### config.mk
export PLATFORM = sky130hd
export DESIGN_NAME = rv_plic_target_flat
export DESIGN_NICKNAME = d
export VERILOG_FILES = /design/src/rtl/rv_plic_pkg.sv /design/src/rtl/rv_plic_target_if.sv /design/src/rtl/rv_plic_prio_tree.sv /design/src/rtl/rv_plic_target.sv /design/src/flat_wrapper.sv
export SDC_FILE = /design/constraint.sdc
export NUM_CORES = 1
export LEC_CHECK = 0
export CORE_MARGIN = 10
export CORE_UTILIZATION = 33
export CTS_CLUSTER_SIZE = 12
export DETAILED_ROUTE_END_ITERATION = 6
export DONT_BUFFER_PORTS = 1
export HOLD_SLACK_MARGIN = 0.08
export PLACE_DENSITY = 0.47
export SLEW_MARGIN = 20
export SYNTH_ARGS = -nofsm -noshare
export SYNTH_HDL_FRONTEND = slang
export SYNTH_HIERARCHICAL = 1
export SYNTH_SLANG_ARGS = --single-unit
### constraint.sdc
create_clock -name clk_i -period 4.28 [get_ports clk_i]
set_input_delay 0.856 -clock clk_i [delete_from_list [all_inputs] [get_ports clk_i]]
set_output_delay 0.856 -clock clk_i [all_outputs]
set_load 0.005 [all_outputs]
### src/rtl/rv_plic_pkg.sv
// -----------------------------------------------------------------------------
// rv_plic_pkg
// Shared constants and types for the PLIC gateway, target and register block.
//   PLIC_N_SOURCE / PLIC_MAX_PRIO : default source count and top priority level
//   PLIC_SRCW / PLIC_PRIOW        : derived ID and priority widths
//   src_id_t / prio_t             : ID and priority types at the default sizes
//   NO_IRQ                        : ID 0, meaning "no interrupt"
// -----------------------------------------------------------------------------
package rv_plic_pkg;

  localparam int PLIC_N_SOURCE = 32;
  localparam int PLIC_MAX_PRIO = 7;
  localparam int PLIC_SRCW     = $clog2(PLIC_N_SOURCE + 1);
  localparam int PLIC_PRIOW    = $clog2(PLIC_MAX_PRIO + 1);

  typedef logic [PLIC_SRCW-1:0]  src_id_t;
  typedef logic [PLIC_PRIOW-1:0] prio_t;

  localparam src_id_t NO_IRQ = '0;

endpackage

### src/rtl/rv_plic_target_if.sv
// -----------------------------------------------------------------------------
// rv_plic_target_if
// Register-access side of one PLIC target: claim read and complete write
// strobes in, one-hot claim/complete vectors out towards the gateway.
//   claim_re    : single-cycle strobe, read of the claim register
//   complete_we : single-cycle strobe, write of the complete register
//   complete_id : ID written together with complete_we
//   claim       : one-hot (or zero) source being claimed this cycle
//   complete    : one-hot (or zero) source being completed this cycle
//
// Strobe semantics: claim_re and complete_we are one-cycle pulses with no
// ready/backpressure. The target answers combinationally in the same cycle
// (claim, complete and the claim read data are valid only while the strobe
// is high) and the gateway acts on them at the next rising edge.
// -----------------------------------------------------------------------------
interface rv_plic_target_if
  import rv_plic_pkg::*;
#(
  parameter int N_SOURCE = PLIC_N_SOURCE,
  parameter int SRCW     = $clog2(N_SOURCE + 1)
);

  logic                claim_re;
  logic                complete_we;
  logic [SRCW-1:0]     complete_id;
  logic [N_SOURCE-1:0] claim;
  logic [N_SOURCE-1:0] complete;

  // Register block side: issues the strobes.
  modport master (
    output claim_re,
    output complete_we,
    output complete_id,
    input  claim,
    input  complete
  );

  // Target side: decodes the strobes.
  modport slave (
    input  claim_re,
    input  complete_we,
    input  complete_id,
    output claim,
    output complete
  );

endinterface

### src/rtl/rv_plic_prio_tree.sv
// -----------------------------------------------------------------------------
// rv_plic_prio_tree
// Combinational max-tree over the eligible sources. Returns the ID and
// priority of the highest-priority eligible source; the lower ID wins ties.
// Returns ID 0 / priority 0 when nothing is eligible.
//   i_eligible : per-source eligibility (bit i is source ID i+1)
//   i_prio     : per-source priority
//   o_win_id   : winning source ID, 0 if none
//   o_win_prio : priority of the winner, 0 if none
// -----------------------------------------------------------------------------
module rv_plic_prio_tree
  import rv_plic_pkg::*;
#(
  parameter int N_SOURCE = PLIC_N_SOURCE,
  parameter int SRCW     = $clog2(N_SOURCE + 1),
  parameter int PRIOW    = PLIC_PRIOW
) (
  input  logic [N_SOURCE-1:0]            i_eligible,
  input  logic [N_SOURCE-1:0][PRIOW-1:0] i_prio,
  output logic [SRCW-1:0]                o_win_id,
  output logic [PRIOW-1:0]               o_win_prio
);

  // Leaves padded to a power of two, stored as a heap: node n has children
  // 2n (left, lower IDs) and 2n+1 (right). Root is node 1.
  localparam int NP = 1 << $clog2(N_SOURCE);

  logic [2*NP-1:1]            w_vld;
  logic [2*NP-1:1][PRIOW-1:0] w_prio;
  logic [2*NP-1:1][SRCW-1:0]  w_id;

  always_comb begin
    w_vld  = '0;
    w_prio = '0;
    w_id   = '0;
    for (int l = 0; l < N_SOURCE; l++) begin
      w_vld[NP+l]  = i_eligible[l];
      w_prio[NP+l] = i_prio[l];
      w_id[NP+l]   = SRCW'(l + 1);
    end
    // Bottom-up: the right child only wins with a strictly higher priority,
    // so equal priorities resolve to the lower ID.
    for (int n = NP - 1; n >= 1; n--) begin
      if (w_vld[2*n+1] && (!w_vld[2*n] || (w_prio[2*n+1] > w_prio[2*n]))) begin
        w_vld[n]  = 1'b1;
        w_prio[n] = w_prio[2*n+1];
        w_id[n]   = w_id[2*n+1];
      end else begin
        w_vld[n]  = w_vld[2*n];
        w_prio[n] = w_prio[2*n];
        w_id[n]   = w_id[2*n];
      end
    end
  end

  assign o_win_id   = w_vld[1] ? w_id[1]   : '0;
  assign o_win_prio = w_vld[1] ? w_prio[1] : '0;

endmodule

### src/rtl/rv_plic_target.sv
// -----------------------------------------------------------------------------
// rv_plic_target
// Per-hart-context PLIC arbiter. Masks the gateway's pending vector with the
// enables and threshold, picks the highest-priority source, registers
// irq/irq_id, and turns claim reads / complete writes into one-hot vectors
// for the gateway.
//   clk_i, rst_ni : clock, asynchronous active-low reset
//   ip, ie        : pending bits from the gateway, enables (bit i = ID i+1)
//   prio          : per-source priority
//   threshold     : only priorities strictly above this interrupt
//   reg_if        : claim/complete strobes in, one-hot claim/complete out
//   irq, irq_id   : registered request and winning ID (claim read data)
// -----------------------------------------------------------------------------
module rv_plic_target
  import rv_plic_pkg::*;
#(
  parameter int N_SOURCE = PLIC_N_SOURCE,
  parameter int MAX_PRIO = PLIC_MAX_PRIO,
  localparam int SRCW    = $clog2(N_SOURCE + 1),
  localparam int PRIOW   = $clog2(MAX_PRIO + 1)
) (
  input  logic                           clk_i,
  input  logic                           rst_ni,
  input  logic [N_SOURCE-1:0]            ip,
  input  logic [N_SOURCE-1:0]            ie,
  input  logic [N_SOURCE-1:0][PRIOW-1:0] prio,
  input  logic [PRIOW-1:0]               threshold,
  rv_plic_target_if.slave                reg_if,
  output logic                           irq,
  output logic [SRCW-1:0]                irq_id
);

  logic [N_SOURCE-1:0] w_eligible;
  logic [SRCW-1:0]     w_win_id;
  logic [PRIOW-1:0]    w_win_prio;
  logic                w_irq_next;
  logic                w_claim_accept;
  logic                r_irq;
  logic [SRCW-1:0]     r_irq_id;

  // Strict unsigned compare: priority 0 never fires, threshold MAX_PRIO
  // masks everything.
  always_comb begin
    w_eligible = '0;
    for (int i = 0; i < N_SOURCE; i++) begin
      w_eligible[i] = ip[i] & ie[i] & (prio[i] > threshold);
    end
  end

  rv_plic_prio_tree #(
    .N_SOURCE (N_SOURCE),
    .SRCW     (SRCW),
    .PRIOW    (PRIOW)
  ) u_prio_tree (
    .i_eligible (w_eligible),
    .i_prio     (prio),
    .o_win_id   (w_win_id),
    .o_win_prio (w_win_prio)
  );

  // An eligible winner always has priority >= 1; requiring both keeps the
  // request consistent with the ID even if the tree is reused elsewhere.
  assign w_irq_next = (w_win_id != SRCW'(NO_IRQ)) && (w_win_prio != '0);

  // A claim only counts when there is something to claim. Reading during a
  // blank cycle (irq_id == 0) therefore neither claims nor re-blanks.
  assign w_claim_accept = reg_if.claim_re && (r_irq_id != SRCW'(NO_IRQ));

  // Result register. The edge right after an accepted claim loads zero,
  // which covers the cycle in which the gateway's ip bit is still settling;
  // the next edge then picks the new winner from the updated ip.
  always_ff @(posedge clk_i or negedge rst_ni) begin
    if (!rst_ni) begin
      r_irq    <= 1'b0;
      r_irq_id <= '0;
    end else if (w_claim_accept) begin
      r_irq    <= 1'b0;
      r_irq_id <= '0;
    end else begin
      r_irq    <= w_irq_next;
      r_irq_id <= w_win_id;
    end
  end

  assign irq    = r_irq;
  assign irq_id = r_irq_id;

  // One-hot decoders. ID 0 and IDs above N_SOURCE match no bit, so they
  // decode to all zeros without extra range checks.
  always_comb begin
    reg_if.claim    = '0;
    reg_if.complete = '0;
    for (int k = 0; k < N_SOURCE; k++) begin
      reg_if.claim[k]    = reg_if.claim_re && (r_irq_id == SRCW'(k + 1));
      reg_if.complete[k] = reg_if.complete_we && (reg_if.complete_id == SRCW'(k + 1));
    end
  end

endmodule

### src/flat_wrapper.sv
// flat-port wrapper written by rule: the top's interface ports become plain ports
module rv_plic_target_flat import rv_plic_pkg::*;
#(
  parameter int N_SOURCE = PLIC_N_SOURCE,
  parameter int MAX_PRIO = PLIC_MAX_PRIO,
  localparam int SRCW    = $clog2(N_SOURCE + 1),
  localparam int PRIOW   = $clog2(MAX_PRIO + 1)
)
  (clk_i, rst_ni, ip, ie, prio, threshold, irq, irq_id, reg_if_claim_re, reg_if_complete_we, reg_if_complete_id, reg_if_claim, reg_if_complete);
  rv_plic_target_if #(.N_SOURCE(N_SOURCE), .SRCW(($clog2((32) + 1)))) reg_if_i ();
  input  logic clk_i;
  input  logic rst_ni;
  input  logic [N_SOURCE-1:0] ip;
  input  logic [N_SOURCE-1:0] ie;
  input  logic [N_SOURCE-1:0][PRIOW-1:0] prio;
  input  logic [PRIOW-1:0] threshold;
  output logic irq;
  output logic [SRCW-1:0] irq_id;
  input wire logic [$bits(reg_if_i.claim_re)-1:0] reg_if_claim_re;
  input wire logic [$bits(reg_if_i.complete_we)-1:0] reg_if_complete_we;
  input wire logic [$bits(reg_if_i.complete_id)-1:0] reg_if_complete_id;
  output wire logic [$bits(reg_if_i.claim)-1:0] reg_if_claim;
  output wire logic [$bits(reg_if_i.complete)-1:0] reg_if_complete;
  assign reg_if_i.claim_re = reg_if_claim_re;
  assign reg_if_i.complete_we = reg_if_complete_we;
  assign reg_if_i.complete_id = reg_if_complete_id;
  assign reg_if_claim = reg_if_i.claim;
  assign reg_if_complete = reg_if_i.complete;
  rv_plic_target #(.N_SOURCE(N_SOURCE), .MAX_PRIO(MAX_PRIO)) u_core (.clk_i(clk_i), .rst_ni(rst_ni), .ip(ip), .ie(ie), .prio(prio), .threshold(threshold), .reg_if(reg_if_i), .irq(irq), .irq_id(irq_id));
endmodule
==> flow_metrics.py <==
metrics = {
    "routing": {
        "route.vias.total": 9353,
        "drt_iter0_drc": 336,
        "wl_per_cell_um": 16.5,
        "antenna_left": 0,
        "drc": 0,
        "first_pass_iters": 5,
        "routed_via_density": 5.30,
        "wirelength_um": 29100,
    },
    "synthesis": {
        "ys_seq_area_share_pct": 2.16,
        "muxShareOfSynthArea_pct": 6.68,
        "synth_edf_count": 0,
        "synth_xor_area_share_pct": 0,
        "syn_avg_cell_area_um2": 7.05,
        "netlist_area_um2": 8130,
        "ys_types": 73,
        "synthFlopType": "dfrtp_1",
        "syn-num-nets": 1515,
        "synth_compound_area_share_pct": 21.9,
        "synth_fa_ha_area_share_pct": 29.1,
        "async_reset_ff_share_pct": 100,
        "synth_top_family_by_area": "simple AND/OR/NAND/NOR gates",
        "synthSimpleGateAreaFrac_pct": 31.8,
        "syn_inst": 1153,
        "ys_ff_latch": 7,
        "ys_warn_count": 6,
    },
    "finish": {
        "antennaDiodeCount": 0,
        "final_cell_count_no_fill": 1764,
        "final_common_cell": "buf_4",
        "syn2layout_area_growth_pct": 50.3,
        "layout_common_cells": "buf_4 (286), ha_1 (157), inv_1 (147)",
        "multi_input_area_um2": 8530,
        "seqCellArea_um2": 175,
        "fin_nets": 1803,
        "drive_gt1_share_pct": 36.2,
        "fill_cells": 2418,
    },
    "floorplan": {
        "core_area_um2": 24200,
        "ios": 244,
        "dieWidth_um": 177,
        "start_util_pct": 33.5,
        "floorplan.die_area_um2": 31300,
        "num_rows": 57,
        "die_y_um": 177,
    },
    "timing": {
        "slew_viol_final": 0,
        "finClkSkew_ns": 0.00190,
        "tightest_slew_ns": 0.617,
        "finalCritPeriodShare_pct": 178,
        "worst_slack_ns": -3.34,
        "hold_violations": 0,
        "rsz0062_at_grt": "true",
        "max_slew_margin_pct": 58.4,
        "period_needed_ns": 7.62,
        "finalSetupViolations": 7,
        "max_freq_mhz": 131,
    },
    "clocking": {
        "cts_root_buffer": "clkbuf_16",
        "numCtsBuffers": 3,
        "htree_levels": 1,
        "clockBufferDepth": 2,
        "cts.sinks": 7,
        "clock_latency_ns": 0.23,
        "clk_pin_slew_ns": 0.04,
        "cts_tree": "yes",
        "hold_buffers": 0,
    },
    "worst_setup_path": {
        "crit_family": "compound AO/OA/AOI/OAI gates",
        "critPathArrivalTime_ns": 7.73,
        "path_class": "primary input to flip-flop",
        "critPathCaptureType": "flip-flop",
        "crit_fanout": 7,
        "cp_slowest_cell": "mux2_4",
        "crit_required_ns": 4.39,
        "start_kind": "primary input",
        "slowest_delay_ns": 0.34,
        "critPathBufInv": 8,
    },
    "pwr": {
        "ir_worst_vdd_mv": 0.170,
        "p_leak_uw": 0.00571,
        "power_density_nw_per_um2": 251,
        "total_power_uw": 3070,
    },
    "status": {
        "violations": "negative setup slack",
        "status": "complete, but fails checks",
    },
    "grt": {
        "grt_pass1_wl_um": 46200,
        "grt-ovfl-total": 0,
        "grt_use_total_pct": 17.2,
        "antenna_found_initial": 0,
        "grt_max_degree": 33,
        "grt_pass1_vias": 9406,
    },
    "worst_hold_path": {
        "hold_path_class": "primary input to asynchronous set/reset pin",
    },
    "placement": {
        "dp_hpwl_um": 23600,
        "placed_cells": 1706,
        "gp_congestion": 0.874,
        "portBuffers": 0,
    },
    "job": {
        "maxCapViolCount": 0,
    },
}
## final timing paths
path                                        from  depth (start not counted)          endpoint  slack (ns)
worst max-delay path                threshold[1]                         39        u_core/irq       -3.34
worst min-delay path                      rst_ni                          0        u_core/irq        0.32
worst max register to register  u_core/irq_id[0]                          3        u_core/irq        2.55
worst min register to register  u_core/irq_id[5]                          2        u_core/irq        0.78
max in group asynchronous                 rst_ni                          0  u_core/irq_id[1]        3.89
min in group clk_i              u_core/irq_id[5]                          2        u_core/irq        0.78
## metrics by stage
step | utilization, % | cell area [um2] | worst slack [ns] | TNS (ns) | hold slack [ns]
after floorplan | - | 8570 | -3.81 | -25.30 | 0.560
after global placement | 44.4 | 10800 | -3.93 | -26.66 | 0.561
after detailed placement | 44.4 | 10800 | -4.04 | -27.29 | 0.561
after CTS | 49.0 | 11900 | -3.23 | -21.74 | 0.320
after global routing | 50.4 | 12200 | -3.84 | -25.52 | 0.317
final | 50.4 | 12200 | -3.34 | -22.55 | 0.324
## final cells by class
cell class,instances,share of cell area (%)
clock buffers,4,0.645
flip-flops and latches,7,1.43
well taps,324,3.32
inverters,154,4.79
repair buffers,304,20.0
multi-input cells,971,69.8
## logic make-up after synthesis
group           after synthesis
simple gates                479
compound gates              251
fa+ha+maj                   189
buf+inv                     175
mux                          52
flops                         7
## power breakdown
group / leakage, uW / switching, uW / internal (uW)
Sequential: 0.0000908 / 56.2 / 91.6
Clock: 0.0000382 / 32.6 / 124
Combinational: 0.00558 / 1250 / 1520
Total: 0.00571 / 1340 / 1730
## timing repair
item                                    in CTS  in global routing
cloned                                       2                  0
pin swaps                                   51                 29
endpoints found under the hold margin        0                  0
resized for setup                          124                 50
endpoints found under the setup margin       7                  7
setup buffers                               46                  7
## worst register-to-register path, cell delays in order (launching register included)
cell,delay (ns)
dfrtp_1,0.49
or4_4,0.61
o31ai_4,0.33
o311a_1,0.23
## synth_stat cells, types with 5 or more instances
cell,n,area (um2)
a21oi_1,64,320
mux2_2,10,113
nand3b_1,31,233
nand4_1,10,62.6
a21o_1,8,60.1
nand2_1,63,236
inv_1,154,578
o311ai_2,6,97.6
nand2b_1,23,144
and2_2,5,37.5
ha_1,189,2360
nor4_1,11,68.8
nor2b_1,37,231
mux2i_1,40,400
nor2_1,87,327
clkbuf_1,7,26.3
o221ai_1,22,193
and3b_1,22,193
and3_1,18,113
o21ai_0,51,255
o21ai_1,9,45.0
nand3_1,87,435
buf_2,12,60.1
dfrtp_1,7,175
and2_1,14,87.6
o22ai_1,8,50.1
a211oi_1,26,195
nor3_1,51,255
or2_1,5,31.3
## state kept, by name (all words and copies together), names as in the netlist
name	cells
u_core/irq	1
u_core/irq_id	6
## per-layer routing
layer | GRT usage [%] | vias up | part of all wire (%)
met5 | 0 | - | 0
met4 | 1.93 | 0 | 0.78
met3 | 2.90 | 16 | 5.3
met2 | 31.8 | 182 | 50
met1 | 20.9 | 4352 | 44
li1 | - | 4803 | -
(Power assumes the default switching activity.)
